$ cat config.mk
export PLATFORM = sky130hd
export DESIGN_NAME = vending_machine_multi
export DESIGN_NICKNAME = d
export VERILOG_FILES = /design/src/rtl/vending_machine_multi.sv
export SDC_FILE = /design/constraint.sdc
export NUM_CORES = 1
export LEC_CHECK = 0
export CAP_MARGIN = 20
export CORE_AREA = 2 2 83 144
export DETAILED_ROUTE_END_ITERATION = 16
export DIE_AREA = 0 0 85 146
export SETUP_SLACK_MARGIN = 0.4
export SLEW_MARGIN = 30
export SYNTH_ARGS = -nofsm -noshare
export SYNTH_HDL_FRONTEND = slang
export SYNTH_SLANG_ARGS = --single-unit
export TNS_END_PERCENT = 1
$ cat constraint.sdc
create_clock -name clk -period 8.4 [get_ports clk]
set_input_delay 1.68 -clock clk [delete_from_list [all_inputs] [get_ports clk]]
set_output_delay 1.68 -clock clk [all_outputs]
set_load 0.02 [all_outputs]
$ cat src/rtl/vending_machine_multi.sv
// Multi-product vending controller: coin credit accumulation, per-product stock,
// priced selection, single-cycle vend and change phases. All outputs registered.
module vending_machine_multi #(
    parameter int N_PROD     = 4,
    parameter int VAL_W      = 8,
    parameter int COIN1      = 5,
    parameter int COIN2      = 10,
    parameter int COIN3      = 25,
    parameter logic [N_PROD*VAL_W-1:0] PRICES = {8'd50, 8'd30, 8'd25, 8'd15},
    parameter int MAX_CREDIT = 100,
    parameter int STOCK_W    = 4,
    parameter int STOCK_INIT = 2,
    localparam int ID_W      = (N_PROD > 1) ? $clog2(N_PROD) : 1
) (
    input  logic              clk,
    input  logic              rst,
    input  logic [1:0]        coin,
    input  logic              sel_valid,
    input  logic [ID_W-1:0]   sel_id,
    input  logic              cancel,
    input  logic              restock,
    input  logic [ID_W-1:0]   restock_id,
    output logic              vend,
    output logic [ID_W-1:0]   vend_id,
    output logic              change_valid,
    output logic [VAL_W-1:0]  change,
    output logic [VAL_W-1:0]  credit,
    output logic              coin_reject,
    output logic              sold_out,
    output logic              insufficient,
    output logic              busy
);

    typedef enum logic [1:0] {IDLE, COLLECT, VEND, CHANGE} state_t;

    localparam logic [VAL_W:0]   MAX_V      = (VAL_W+1)'(MAX_CREDIT);
    localparam logic [VAL_W:0]   COIN1_V    = (VAL_W+1)'(COIN1);
    localparam logic [VAL_W:0]   COIN2_V    = (VAL_W+1)'(COIN2);
    localparam logic [VAL_W:0]   COIN3_V    = (VAL_W+1)'(COIN3);
    localparam logic [STOCK_W-1:0] STOCK_FULL = STOCK_W'(STOCK_INIT);

    state_t             state, state_d;
    logic [VAL_W-1:0]   credit_d;
    logic [ID_W-1:0]    sel_q, sel_d;
    logic [STOCK_W-1:0] stock [N_PROD];
    logic [VAL_W-1:0]   price [N_PROD];

    logic               dec_en;
    logic               sel_ok;
    logic [ID_W-1:0]    sel_idx;
    logic [VAL_W:0]     coin_val;
    logic [VAL_W:0]     credit_sum;

    logic               vend_d;
    logic [ID_W-1:0]    vend_id_d;
    logic               change_valid_d;
    logic [VAL_W-1:0]   change_d;
    logic               coin_reject_d;
    logic               sold_out_d;
    logic               insufficient_d;
    logic               busy_d;

    for (genvar g = 0; g < N_PROD; g++) begin : g_price
        assign price[g] = PRICES[g*VAL_W +: VAL_W];
    end

    always_comb begin
        coin_val = '0;
        case (coin)
            2'd1:    coin_val = COIN1_V;
            2'd2:    coin_val = COIN2_V;
            2'd3:    coin_val = COIN3_V;
            default: coin_val = '0;
        endcase
    end

    assign credit_sum = {1'b0, credit} + coin_val;
    assign sel_ok     = 32'(sel_id) < N_PROD;
    // Out-of-range ids are redirected to slot 0 only to keep array reads in bounds.
    assign sel_idx    = sel_ok ? sel_id : '0;

    always_comb begin
        state_d        = state;
        credit_d       = credit;
        sel_d          = sel_q;
        dec_en         = 1'b0;
        vend_d         = 1'b0;
        vend_id_d      = '0;
        change_valid_d = 1'b0;
        change_d       = '0;
        coin_reject_d  = 1'b0;
        sold_out_d     = 1'b0;
        insufficient_d = 1'b0;

        unique case (state)
            IDLE, COLLECT: begin
                if (cancel) begin
                    coin_reject_d = (coin != 2'd0);
                    if (credit != '0) state_d = CHANGE;
                end else if (sel_valid) begin
                    coin_reject_d = (coin != 2'd0);
                    if (sel_ok) begin
                        if (stock[sel_idx] == '0) begin
                            sold_out_d = 1'b1;
                        end else if (credit < price[sel_idx]) begin
                            insufficient_d = 1'b1;
                        end else begin
                            credit_d = credit - price[sel_idx];
                            dec_en   = 1'b1;
                            sel_d    = sel_idx;
                            state_d  = VEND;
                        end
                    end
                end else if (coin != 2'd0) begin
                    if (credit_sum <= MAX_V) begin
                        credit_d = credit_sum[VAL_W-1:0];
                        state_d  = COLLECT;
                    end else begin
                        coin_reject_d = 1'b1;
                    end
                end
            end
            VEND: begin
                vend_d        = 1'b1;
                vend_id_d     = sel_q;
                coin_reject_d = (coin != 2'd0);
                state_d       = (credit != '0) ? CHANGE : IDLE;
            end
            CHANGE: begin
                change_valid_d = 1'b1;
                change_d       = credit;
                credit_d       = '0;
                coin_reject_d  = (coin != 2'd0);
                state_d        = IDLE;
            end
            default: state_d = IDLE;
        endcase

        busy_d = (state_d == VEND) || (state_d == CHANGE);
    end

    always_ff @(posedge clk or negedge rst) begin
        if (!rst) begin
            state <= IDLE;
        end else begin
            state <= state_d;
        end
    end

    always_ff @(posedge clk or negedge rst) begin
        if (!rst) begin
            credit       <= '0;
            sel_q        <= '0;
            vend         <= 1'b0;
            vend_id      <= '0;
            change_valid <= 1'b0;
            change       <= '0;
            coin_reject  <= 1'b0;
            sold_out     <= 1'b0;
            insufficient <= 1'b0;
            busy         <= 1'b0;
        end else begin
            credit       <= credit_d;
            sel_q        <= sel_d;
            vend         <= vend_d;
            vend_id      <= vend_id_d;
            change_valid <= change_valid_d;
            change       <= change_d;
            coin_reject  <= coin_reject_d;
            sold_out     <= sold_out_d;
            insufficient <= insufficient_d;
            busy         <= busy_d;
        end
    end

    // Restock overrides a same-cycle decrement; decrement is already gated on stock > 0.
    always_ff @(posedge clk or negedge rst) begin
        if (!rst) begin
            for (int unsigned i = 0; i < N_PROD; i++) stock[i] <= STOCK_FULL;
        end else begin
            for (int unsigned i = 0; i < N_PROD; i++) begin
                if (restock && 32'(restock_id) == i) begin
                    stock[i] <= STOCK_FULL;
                end else if (dec_en && 32'(sel_idx) == i && stock[i] != '0) begin
                    stock[i] <= stock[i] - STOCK_W'(1);
                end
            end
        end
    end

endmodule

; Yosys cells after proc, flatten, opt, wreduce, memory -nomap -nowiden
; Index checks and enable logic that the tools add are counted.
[word_totals]
reg_bits = 44
in_bits = 11
out_inout_bits = 24
elab_cells = 133
[op_classes]
n_addsub = 6
magnitude_cmp = 3
eq_ne = 19
n_mux = 54
bitwise_logic = 4
reduce_logical = 32
[op_table]
columns = op, n
row1 = $mux W8, 9
row2 = $mux W4, 10
row3 = $eq A2 B2 Y1 const B, 10
row4 = $mux W1, 20
row5 = $mux W2, 9
row6 = $bmux W8 S2, 1
row7 = $pmux W8 S2, 1
row8 = $reduce_bool A4 Y1, 4
row9 = $sub A4 B1 Y4 const B, 4
row10 = $pmux W5 S3, 1
row11 = $logic_and A1 B1 Y1, 12
row12 = $ne A3 B3 Y1 const B, 4
row13 = $reduce_bool A2 Y1, 6
row14 = $add A8 B9 Y9, 1
row15 = $le A9 B7 Y1 const B, 1
row16 = $bmux W4 S2, 1
row17 = $eq A2 B1 Y1 const B, 4
row18 = $lt A8 B8 Y1, 1
row19 = $reduce_bool A8 Y1, 1
row20 = $sub A8 B8 Y8, 1
row21 = $logic_not A2 Y1, 3
row22 = $pmux W2 S3, 1
row23 = $reduce_and A6 Y1, 1
row24 = $reduce_and A5 Y1, 1
row25 = 8 further kinds, 11

; Depth between registers and ports, before layout
; Gate-level depths: netlist of the first run.
[logic_depth]
word_depth = 14
depth_mapped = 11
ltp_nobuf = 10

; Least setup slack after synthesis of the first run
; No wires, ideal clock.
[synth_timing]
path_kind = input-to-reg
from = input sel_id[0]
to = register stock[7] (netlist name)
setup_ns = 0.120
arrival_time_ns = 4.021
t_required_ns = 8.280
setup_slack_ns = 4.259
stages = 10
path_buffers = 1
path_cell_list = nor2b_1 > inv_1 > fa_1 > nand2b_1 > a21oi_1 > o21ai_4 > or3_1 > clkbuf_1 > or4_1 > and3b_1
[synth_between]
elab_chain_cells = 13
word_cells_on_any_way = 18
cone_classes = order compare: 1 / eq/ne: 1 / mux: 11 / bitwise: 1 / reduce/logical: 4
[synth_rtl]
columns = element, line_no
row1 = "start, declared", 19  ; input logic [ID_W-1:0] sel_id,
row2 = $not A2 Y3 (not written as such), "103, 105"
row3 = $bmux W8 S2, 105  ; end else if (credit < price[sel_idx]) begin
row4 = $mux W8 (not written as such) (2 in a row), 105
row5 = $lt A8 B8 Y1, 105
row6 = $mux W1, 105
row7 = $mux W1, 103  ; if (stock[sel_idx] == '0) begin
row8 = $mux W1, 100  ; end else if (sel_valid) begin
row9 = $mux W1, 97  ; if (cancel) begin
row10 = $mux W1, 95  ; unique case (state)
row11 = $logic_and A1 B1 Y1 (*) (2 in a row), 184  ; end else if (dec_en && 32'(sel_idx) == i && stock[i] != '0) begin
row12 = $reduce_bool A2 Y1 (no line) (*), --
row13 = "end signal, assigned by index", 185  ; stock[i] <= stock[i] - STOCK_W'(1);
row14 = "end, declared", 45  ; logic [STOCK_W-1:0] stock [N_PROD];
; Every way passes the cells marked *; elsewhere a longest branch is shown, timed or not. The select of a mux whose other input is x is not followed.
; A chain may end at the register's enable or synchronous reset.

; Final worst setup path of the first run
[layout_timing]
from = input sel_id[0]
to = register credit[3]
[layout_between]
elab_chain_cells = 10
word_cells_on_any_way = 18
cone_classes = add/sub: 1 / order compare: 1 / eq/ne: 2 / mux: 11 / bitwise: 1 / reduce/logical: 2
[layout_rtl]
columns = element, line_no
row1 = $not A2 Y3 (not written as such) (*), "103, 105, 108"
row2 = $bmux W8 S2, "105, 108"
row3 = $mux W8 (not written as such) (2 in a row), "105, 108"
row4 = $sub A8 B8 Y8, 108  ; credit_d = credit - price[sel_idx];
row5 = $mux W8, 105
row6 = $mux W8, 103
row7 = $mux W8, 100
row8 = $mux W8, 97
row9 = $pmux W8 S2, 95
row10 = "end signal, assigned", 163  ; credit <= credit_d;
row11 = "end, declared", 27  ; output logic [VAL_W-1:0] credit,
; Marked as above.

==> flow_metrics.env, run 1 <==
export IMPL_final_core_util_pct=30.06
export IMPL_finalSetupTns_ps=0
export IMPL_first_pass_iters=4
export IMPL_finalWeightedCongestion=0.8426
export IMPL_clk_pin_slew_worst_paths_ps=60
export IMPL_ys_flop_type="dfrtp_1"
export IMPL_io_buffers=34
export IMPL_powerDensity_nw_per_um2=340.1
export IMPL_cts_sinks=43
export IMPL_die_y_microns=146
export IMPL_worstHoldStart="sel_q[1]"
export IMPL_irDropWorstVdd_mv=0.1362
export IMPL_grt_overflow=0
export IMPL_grt_setup_unrepaired="no"
export IMPL_post_cts_buffers=0
export IMPL_ys_seq_elements=43
export IMPL_final_min_period_over_clock_period_pct=55.73
export IMPL_drc_errors=0
export IMPL_postRouteAntennaNets=0
export IMPL_netSwitchingFraction_pct=41.79
export IMPL_fin_hold_ws_ps=471.1
export IMPL_wl_microns=6713
export IMPL_cts_path_max_buffers=2
export IMPL_crit_start="sel_id[0]"
export IMPL_seq_power_share_pct=30.9
export IMPL_end_kind="register"
export IMPL_initial_utilization_pct=24.55
export IMPL_yosysSeqAreaShare_pct=39.43
export IMPL_power_leakage_nw=1.482
export IMPL_clock_fmax_mhz=213.6
export IMPL_hold_class="register to register"
export IMPL_synth_edff_count=0
export IMPL_timing_slew_headroom_pct=53.74
export IMPL_cts_tree="built"
export IMPL_pin_count=35
export IMPL_cts_htree_levels=2
export IMPL_ys_async_sr_fraction_pct=100.0
export IMPL_grt_usage_pct=11.03
export IMPL_yosysWarnings=0
export IMPL_finalHoldViolCount=0
export IMPL_p_int_uw=664.6
export IMPL_vias=2209
export IMPL_grt_pass1_wl_microns=10900
export IMPL_place_area_sq_um=3198
export IMPL_grt_max_degree=44
export IMPL_reg2reg_from="credit[1]"
export IMPL_finClkSkew_ps=6.241
export IMPL_cp_num_buf_inv=2
export IMPL_cpLargestDelayFamily="compound AO/OA/AOI/OAI gates"
export IMPL_p_switching_uw=477.2
export IMPL_clk_latency_ps=290
export IMPL_setup_viol=0
export IMPL_final_cells=456
export IMPL_drtIter0Drc=125
export IMPL_period_minus_slack_ps=4681
export IMPL_die_area_sq_um=12410
export IMPL_clkPwrFrac_pct=17.8
export IMPL_syn_to_final_growth_pct=22.46
export IMPL_antenna_found_initial=0
export IMPL_slew_viol_final=0
export IMPL_grt_pass1_vias=2183
export IMPL_worstMarginPinSlew_ps=691.7
export IMPL_final_nets=351
export IMPL_viasPerCell=4.844
export IMPL_die_width_microns=85
export IMPL_cts_resized=0
export IMPL_critPathMaxStageDelay_ps=600
export IMPL_cpMaxStageDelayCell="clkdlybuf4s50_1"
export IMPL_syn_avg_cell_area_sq_um=9.421
export IMPL_crit_required_ps=8570
export IMPL_arrival_ps=4850
export IMPL_dp_cells=448
export IMPL_design_area_sq_um=3357
export IMPL_synthesis_instances=291
export IMPL_worst_path_max_fanout=7
export IMPL_cts_hold_buf=0
export IMPL_status="complete, no violations"
export IMPL_drive_gt1_share_pct=10.80
export IMPL_fp_row_count=51
export IMPL_clockRootBuffer="clkbuf_16"
export IMPL_startpoint_type="input pin"
export IMPL_diodes=0
export IMPL_syn_nets=319
export IMPL_core_area_sq_um=11170
export IMPL_p_comb_share_pct=51.3
export IMPL_critPathKind="input pin to register"
export IMPL_worstPathCellList="clkdlybuf4s50_1 > nor2b_1 > inv_1 > fa_1 > nand2b_1 > a21oi_1 > o21ai_4 > nor2_1 > o21ai_0 > a21oi_4 > mux2_4"
export IMPL_cts_buffers=5
export IMPL_netlist_area_sq_um=2741
export IMPL_wl_per_cell_microns=14.72
export IMPL_dpl_hpwl_microns=5228
export IMPL_ys_types=59
export IMPL_cap_violations=0
-- kinds of logic (layout without fill, tap and decap cells) --
logic type	count (synthesis)	after routing	synth area share, %
AO/OA/AOI/OAI	56	56	16.93
adder cells (fa/ha/maj)	17	17	8.307
buffers and inverters	33	66	4.884
flip-flops	43	43	39.43
XOR/XNOR	14	14	4.473
multiplexers	8	8	3.697
AND/OR/NAND/NOR	120	120	22.27
-- synthesized netlist by cell type (all sizes together) (2+ instances only) --
cell type,instances,area share (%)
a2111o,2,0.91
a211o,3,1.0
a211oi,4,1.3
a21oi,10,2.2
a311oi,2,1.3
a31oi,4,0.91
a32oi,3,1.5
and2,3,0.68
and3,6,1.4
and3b,3,0.96
buf,4,0.73
clkbuf,4,0.55
dfrtp,39,36
dfstp,4,3.8
fa,2,1.5
ha,15,6.8
inv,24,3.3
mux2,5,2.6
mux2i,3,1.1
nand2,19,2.7
nand2b,6,1.4
nand3,2,0.55
nand4,2,0.68
nor2,50,6.8
nor2b,6,1.4
nor3,7,1.3
nor3b,4,1.1
nor4,3,0.68
o211a,2,0.73
o211ai,4,1.6
o21a,3,0.82
o21ai,14,3.1
or3,2,0.46
or4,3,0.82
xnor2,10,3.2
xor2,4,1.3
-- cell type report --
| type | count | area [sq um] |
|---|---|---|
| clock buffer | 8 | 156.4 |
| fill | 1121 | 7810 |
| inverter | 24 | 90.09 |
| multi-input combinational | 215 | 1526 |
| sequential | 43 | 1081 |
| tap | 132 | 165.2 |
| timing repair buffer | 34 | 337.8 |
-- tightest hold or removal path, cell delays in order, from the launching register on --
cell and delay, ps:
dfrtp_1 330, nand2_1 50, o21ai_0 60
-- path summary, 6_finish.rpt --
check | endpoint | slack (ps) | cells past startpoint
worst max-delay path | credit[3] | 3720 | 11
worst min-delay path | sel_q[1] | 470 | 2
worst max register to register | credit[3] | 5380 | 9
worst min register to register | sel_q[1] | 470 | 2
max in group asynchronous | stock[13] | 6630 | 1
min in group asynchronous | coin_reject | 1370 | 1
-- metrics by stage --
stage               total power, mW  worst slack [ps]
global route                  1.215              3505
finish                        1.142              3719
floorplan                    0.7485              4259
detailed placement           0.9452              3399
CTS                           1.154              3694
global placement             0.9358              3527
-- state kept, by name (all words and copies together) (netlist names), named ones only --
name / flops
stock: 16
change: 8
credit: 8
sel_q: 2
vend_id: 2
change_valid: 1
coin_reject: 1
insufficient: 1
sold_out: 1
vend: 1
-- routing by layer --
| metal | routed length, microns | share of wire [%] | GRT usage [%] | vias to the layer above |
|---|---|---|---|---|
| met2 | 3708 | 55 | 20.59 | 38 |
| li1 | - | - | - | 1080 |
| met3 | 141 | 2.1 | 1.191 | 11 |
| met1 | 2666 | 40 | 11.81 | 1080 |
| met4 | 197 | 2.9 | 5.714 | 0 |
| met5 | 0 | 0 | 0 | - |
-- power groups by stage --
stage                     clock, mW  combinational (mW)  sequential [mW]
after floorplan                   0               0.373            0.375
after global placement            0               0.580            0.356
after detailed placement          0               0.587            0.358
after CTS                     0.208               0.591            0.355
after global routing          0.214               0.638            0.363
final                         0.203               0.585            0.353
-- cell usage in the layout, fill, tap and decap left out, types with 2 or more instances in the layout --
| master | n |
|---|---|
| nor2_1 | 50 |
| dfrtp_1 | 39 |
| clkdlybuf4s50_1 | 33 |
| inv_1 | 24 |
| nand2_1 | 18 |
| ha_1 | 15 |
| o21ai_0 | 11 |
| xnor2_1 | 10 |
| a21oi_1 | 9 |
| nor3_1 | 7 |
| nor2b_1 | 6 |
| and3_1 | 6 |
| nand2b_1 | 6 |
| clkbuf_16 | 5 |
| xor2_1 | 4 |
| a31oi_1 | 4 |
| nor3b_1 | 4 |
| mux2_4 | 4 |
| dfstp_2 | 4 |
| and2_1 | 3 |
| a211oi_1 | 3 |
| nor4_1 | 3 |
| o21a_1 | 3 |
| mux2i_1 | 3 |
| or4_1 | 3 |
| and3b_1 | 3 |
| o211ai_1 | 3 |
| o211a_1 | 2 |
| a32oi_2 | 2 |
| or3_1 | 2 |
| a2111o_2 | 2 |
| a211o_2 | 2 |
| fa_1 | 2 |
| clkbuf_8 | 2 |
Note: power is estimated with default switching activity, not from simulation.
==> inputs of run 2 (changes only) <==
==> constraint.sdc (replaced) <==
create_clock -name clk -period 4.4 [get_ports clk]
set_input_delay 0.88 -clock clk [delete_from_list [all_inputs] [get_ports clk]]
set_output_delay 0.88 -clock clk [all_outputs]
set_load 0.02 [all_outputs]
==> flow_metrics.env, run 2 (same netlist as run 1, synthesis figures left out) <==
export IMPL_grt_setup_unrepaired="no"
export IMPL_core_area_sq_um=11170
export IMPL_wl_microns=6844
export IMPL_syn_to_final_growth_pct=23.23
export IMPL_grt_overflow=0
export IMPL_worstMarginPinSlew_ps=556.1
export IMPL_final_min_period_over_clock_period_pct=85.50
export IMPL_grt_max_degree=44
export IMPL_viasPerCell=4.767
export IMPL_critPathKind="input pin to register"
export IMPL_dp_cells=451
export IMPL_period_minus_slack_ps=3762
export IMPL_drive_gt1_share_pct=11.93
export IMPL_die_width_microns=85
export IMPL_finalSetupTns_ps=0
export IMPL_p_int_mw=1.256
export IMPL_wl_per_cell_microns=14.91
export IMPL_grt_usage_pct=11.44
export IMPL_post_cts_buffers=0
export IMPL_fp_row_count=51
export IMPL_clockRootBuffer="clkbuf_16"
export IMPL_worstHoldStart="sel_q[1]"
export IMPL_reg2reg_from="credit[0]"
export IMPL_crit_required_ps=4570
export IMPL_fillers=1130
export IMPL_die_area_sq_um=12410
export IMPL_grt_pass1_vias=2356
export IMPL_arrival_ps=3940
export IMPL_reg2reg_to="credit[6]"
export IMPL_layout_common_cells="50 x nor2_1, 39 x dfrtp_1, 33 x clkdlybuf4s50_1, 24 x inv_1, 18 x nand2_1"
export IMPL_worstPathCellList="clkdlybuf4s50_1 > nor2b_1 > inv_1 > fa_1 > nand2b_1 > a21oi_1 > o21ai_4 > nor2_1 > o21ai_0 > a21oi_4 > mux2_4"
export IMPL_multi_input_area_sq_um=1526
export IMPL_final_core_util_pct=30.25
export IMPL_final_nets=354
export IMPL_irDropWorstVdd_mv=0.2108
export IMPL_worst_path_max_fanout=7
export IMPL_critPathMaxStageDelay_ps=490
export IMPL_netSwitchingFraction_pct=42.31
export IMPL_diodes=0
export IMPL_io_buffers=34
export IMPL_clock_fmax_mhz=265.8
export IMPL_vias=2188
export IMPL_pin_count=35
export IMPL_largest_reg_flops=16
export IMPL_first_pass_iters=5
export IMPL_final_cells=459
export IMPL_hold_class="register to register"
export IMPL_postRouteAntennaNets=0
export IMPL_timing_slew_headroom_pct=62.93
export IMPL_power_leakage_nw=1.493
export IMPL_grt_pass1_wl_microns=11410
export IMPL_top_register="stock"
export IMPL_p_total_mw=2.178
export IMPL_clkPwrFrac_pct=17.7
export IMPL_cpMaxStageDelayCell="clkdlybuf4s50_1"
export IMPL_antenna_found_initial=0
export IMPL_cap_violations=0
export IMPL_hold_path_end="vend_id[1]"
export IMPL_initial_utilization_pct=24.55
export IMPL_setup_viol=0
export IMPL_drc_errors=0
export IMPL_cts_tree="built"
export IMPL_register_area_sq_um=1081
export IMPL_finalHoldViolCount=0
export IMPL_cts_sinks=43
export IMPL_cts_buffers=5
export IMPL_cts_path_max_buffers=2
export IMPL_final_common_cell="nor2_1"
export IMPL_finalWeightedCongestion=0.8631
export IMPL_finClkSkew_ps=7.889
export IMPL_slew_viol_final=0
export IMPL_cts_hold_buf=0
export IMPL_p_comb_share_pct=51.5
export IMPL_clk_latency_ps=290
export IMPL_die_y_microns=146
export IMPL_r2r_cells=10
export IMPL_cts_resized=0
export IMPL_seq_power_share_pct=30.8
export IMPL_startpoint_type="input pin"
export IMPL_clk_pin_slew_worst_paths_ps=60
export IMPL_largestRegisters="stock x16, change x8, credit x8"
export IMPL_hold_path_depth=1
export IMPL_drtIter0Drc=117
export IMPL_dpl_hpwl_microns=5373
export IMPL_powerDensity_nw_per_um2=644.6
export IMPL_p_switching_uw=921.3
export IMPL_end_kind="register"
export IMPL_ff2ff_setup_slack_ps=1350
export IMPL_status="complete, no violations"
export IMPL_cts_htree_levels=2
run 2: cell types whose count changed in the layout (fill, tap and decap cells not counted):
cell / delta
clkinv_4: +1
buf_4: +3
clkbuf_1: -1
clkbuf_8: -1
clkinvlp_4: +1
run 2: power groups by stage:
stage          Combinational, mW  Sequential, mW  Clock [mW]
6_report                    1.12           0.671       0.385
3_5_place_dp                1.13           0.679           0
5_1_grt                     1.24           0.693       0.409
4_1_cts                     1.14           0.674       0.395
3_3_place_gp                1.11           0.681           0
2_1_floorplan              0.713           0.716           0
run 2: critical path: cells and delay by family:
| kind | cells | cell delay, ps |
|---|---|---|
| fa+ha+maj | 1 | 430 |
| compound gates | 4 | 1030 |
| buf+inv | 2 | 610 |
| simple gates | 3 | 650 |
| mux | 1 | 330 |
run 2: metal layers:
metal / track usage (%) / part of all wire (%) / vias up
li1: - / - / 1085
met1: 12.36 / 39 / 1033
met2: 20.66 / 54 / 52
met3: 1.305 / 3.5 / 18
met4: 6.984 / 3.4 / 0
met5: 0 / 0 / -
run 2: worst max path at each step:
stage	cells after the start	start	endpoint
after global routing	10	sel_id[1]	stock[7]
after global placement	11	sel_id[0]	credit[2]
after CTS	11	sel_id[1]	credit[6]
after floorplan	10	sel_id[0]	stock[7]
final	11	sel_id[1]	credit[6]
after detailed placement	11	sel_id[1]	credit[4]
run 2: per-stage QoR:
stage	setup slack, ps	hold slack, ps	instance area [sq um]
after floorplan	1059	441.3	2741
final	638.2	489.7	3378
after detailed placement	344.2	475.9	3223
after global placement	414.4	466.8	3221
after CTS	637.0	489.6	3378
after global routing	428.8	501.7	3378
run 2: layout make-up:
class | instances | share of cell area, %
clock buffer | 6 | 4.111
clock inverter | 2 | 0.4815
inverter | 24 | 2.667
multi-input combinational | 215 | 45.19
sequential | 43 | 32.00
tap | 132 | 4.889
timing repair buffer | 37 | 10.67
==> inputs of run 3 (changes only) <==
--- a/config.mk
+++ b/config.mk
@@ -9,8 +9,6 @@
 export CORE_AREA = 2 2 83 144
 export DETAILED_ROUTE_END_ITERATION = 16
 export DIE_AREA = 0 0 85 146
-export SETUP_SLACK_MARGIN = 0.4
-export SLEW_MARGIN = 30
 export SYNTH_ARGS = -nofsm -noshare
 export SYNTH_HDL_FRONTEND = slang
 export SYNTH_SLANG_ARGS = --single-unit
==> flow_metrics.env, run 3 (same netlist as run 1, synthesis figures left out) <==
export IMPL_reg2reg_to="credit[6]"
export IMPL_grt_pass1_wl_microns=11410
export IMPL_io_buffers=34
export IMPL_final_core_util_pct=30.41
export IMPL_hold_class="input pin to async pin"
export IMPL_slew_viol_final=0
export IMPL_wl_per_cell_microns=14.85
export IMPL_p_int_mw=1.258
export IMPL_layout_common_cells="50 x nor2_1, 39 x dfrtp_1, 33 x clkdlybuf4s50_1, 24 x inv_1, 18 x nand2_1"
export IMPL_clkPwrFrac_pct=17.7
export IMPL_die_area_sq_um=12410
export IMPL_arrival_ps=3930
export IMPL_netSwitchingFraction_pct=42.29
export IMPL_post_cts_buffers=0
export IMPL_p_switching_uw=922.0
export IMPL_final_common_cell="nor2_1"
export IMPL_critPathKind="input pin to register"
export IMPL_fp_row_count=51
export IMPL_die_y_microns=146
export IMPL_cts_tree="built"
export IMPL_cap_violations=0
export IMPL_finalSetupTns_ps=0
export IMPL_crit_start="sel_id[1]"
export IMPL_finalWeightedCongestion=0.8631
export IMPL_period_minus_slack_ps=3759
export IMPL_largestRegisters="stock x16, change x8, credit x8"
export IMPL_fillers=1130
export IMPL_diodes=0
export IMPL_cts_path_max_buffers=2
export IMPL_design_area_sq_um=3396
export IMPL_viasPerCell=4.746
export IMPL_drc_errors=0
export IMPL_reg2reg_from="credit[0]"
export IMPL_power_leakage_nw=1.501
export IMPL_p_comb_share_pct=51.6
export IMPL_syn_to_final_growth_pct=23.87
export IMPL_worst_path_max_fanout=7
export IMPL_p_total_mw=2.180
export IMPL_status="complete, no violations"
export IMPL_fin_hold_ws_ps=404.0
export IMPL_largest_reg_flops=16
export IMPL_cts_sinks=43
export IMPL_vias=2183
export IMPL_grt_overflow=0
export IMPL_grt_setup_unrepaired="no"
export IMPL_timing_slew_headroom_pct=66.03
export IMPL_grt_max_degree=44
export IMPL_dpl_hpwl_microns=5373
export IMPL_cts_hold_buf=0
export IMPL_cts_htree_levels=2
export IMPL_final_nets=355
export IMPL_seq_power_share_pct=30.8
export IMPL_drtIter0Drc=98
export IMPL_finalHoldViolCount=0
export IMPL_top_register="stock"
export IMPL_first_pass_iters=6
export IMPL_clk_latency_ps=290
export IMPL_powerDensity_nw_per_um2=642.0
export IMPL_clock_fmax_mhz=266.0
export IMPL_place_area_sq_um=3221
export IMPL_final_min_period_over_clock_period_pct=85.43
export IMPL_grt_usage_pct=11.44
export IMPL_clockRootBuffer="clkbuf_16"
export IMPL_wl_microns=6833
export IMPL_ff2ff_setup_slack_ps=1350
export IMPL_pin_count=35
export IMPL_initial_utilization_pct=24.55
export IMPL_postRouteAntennaNets=0
export IMPL_antenna_found_initial=0
export IMPL_setup_viol=0
export IMPL_core_area_sq_um=11170
export IMPL_grt_pass1_vias=2356
export IMPL_end_kind="register"
export IMPL_endpoint="credit[6]"
export IMPL_finClkSkew_ps=8.480
export IMPL_startpoint_type="input pin"
export IMPL_cts_buffers=5
export IMPL_die_width_microns=85
export IMPL_r2r_cells=10
export IMPL_clk_pin_slew_worst_paths_ps=60
export IMPL_cts_resized=0
export IMPL_worstMarginPinSlew_ps=508.3
export IMPL_crit_required_ps=4580
export IMPL_drive_gt1_share_pct=12.20
export IMPL_irDropWorstVdd_mv=0.2110
run 3: routing by layer:
layer	global-route usage, %	up-vias	share of wire, %
met2	20.66	47	54
li1	-	1085	-
met4	6.984	0	3.7
met1	12.36	1032	38
met3	1.305	19	3.7
met5	0	-	0
run 3: critical path, cell delays in order:
cell and delay, ps:
clkdlybuf4s50_1 490, nor2b_1 250, inv_1 120, fa_1 430, nand2b_1 200, a21oi_1 350
o21ai_4 150, nor2_1 200, o21ai_0 170, a21oi_4 360, mux2_4 330
run 3: power by group through the flow:
stage               Sequential, mW  Combinational [mW]  Clock, mW
CTS                          0.674                1.14      0.395
detailed placement           0.679                1.13          0
global route                 0.693                1.24      0.409
floorplan                    0.716               0.713          0
finish                       0.670                1.12      0.385
global placement             0.681                1.11          0
run 3: worst min-delay path by stage:
stage,from,to,cells past startpoint
3_5_place_dp,sel_q[1],vend_id[1],1
3_3_place_gp,sel_q[1],vend_id[1],1
4_1_cts,sel_q[1],vend_id[1],1
5_1_grt,rst,change[6],1
6_report,rst,coin_reject,1
2_1_floorplan,sel_q[1],sel_q[1],2
run 3: area by class of cell:
cell class                 instances  area, sq um  share of cell area (%)
multi-input combinational        215         1526                   44.95
inverter                          24        90.09                   2.653
tap                              132        165.2                   4.864
timing repair buffer              38        377.9                   11.13
sequential                        43         1081                   31.83
clock inverter                     2        16.27                  0.4790
clock buffer                       6        138.9                   4.090
run 3: per-stage QoR:
stage | cells | setup slack, ps
floorplan | 291 | 1059
global placement | 451 | 414.4
detailed placement | 451 | 344.2
CTS | 459 | 637.0
global route | 460 | 428.8
finish | 460 | 641.1
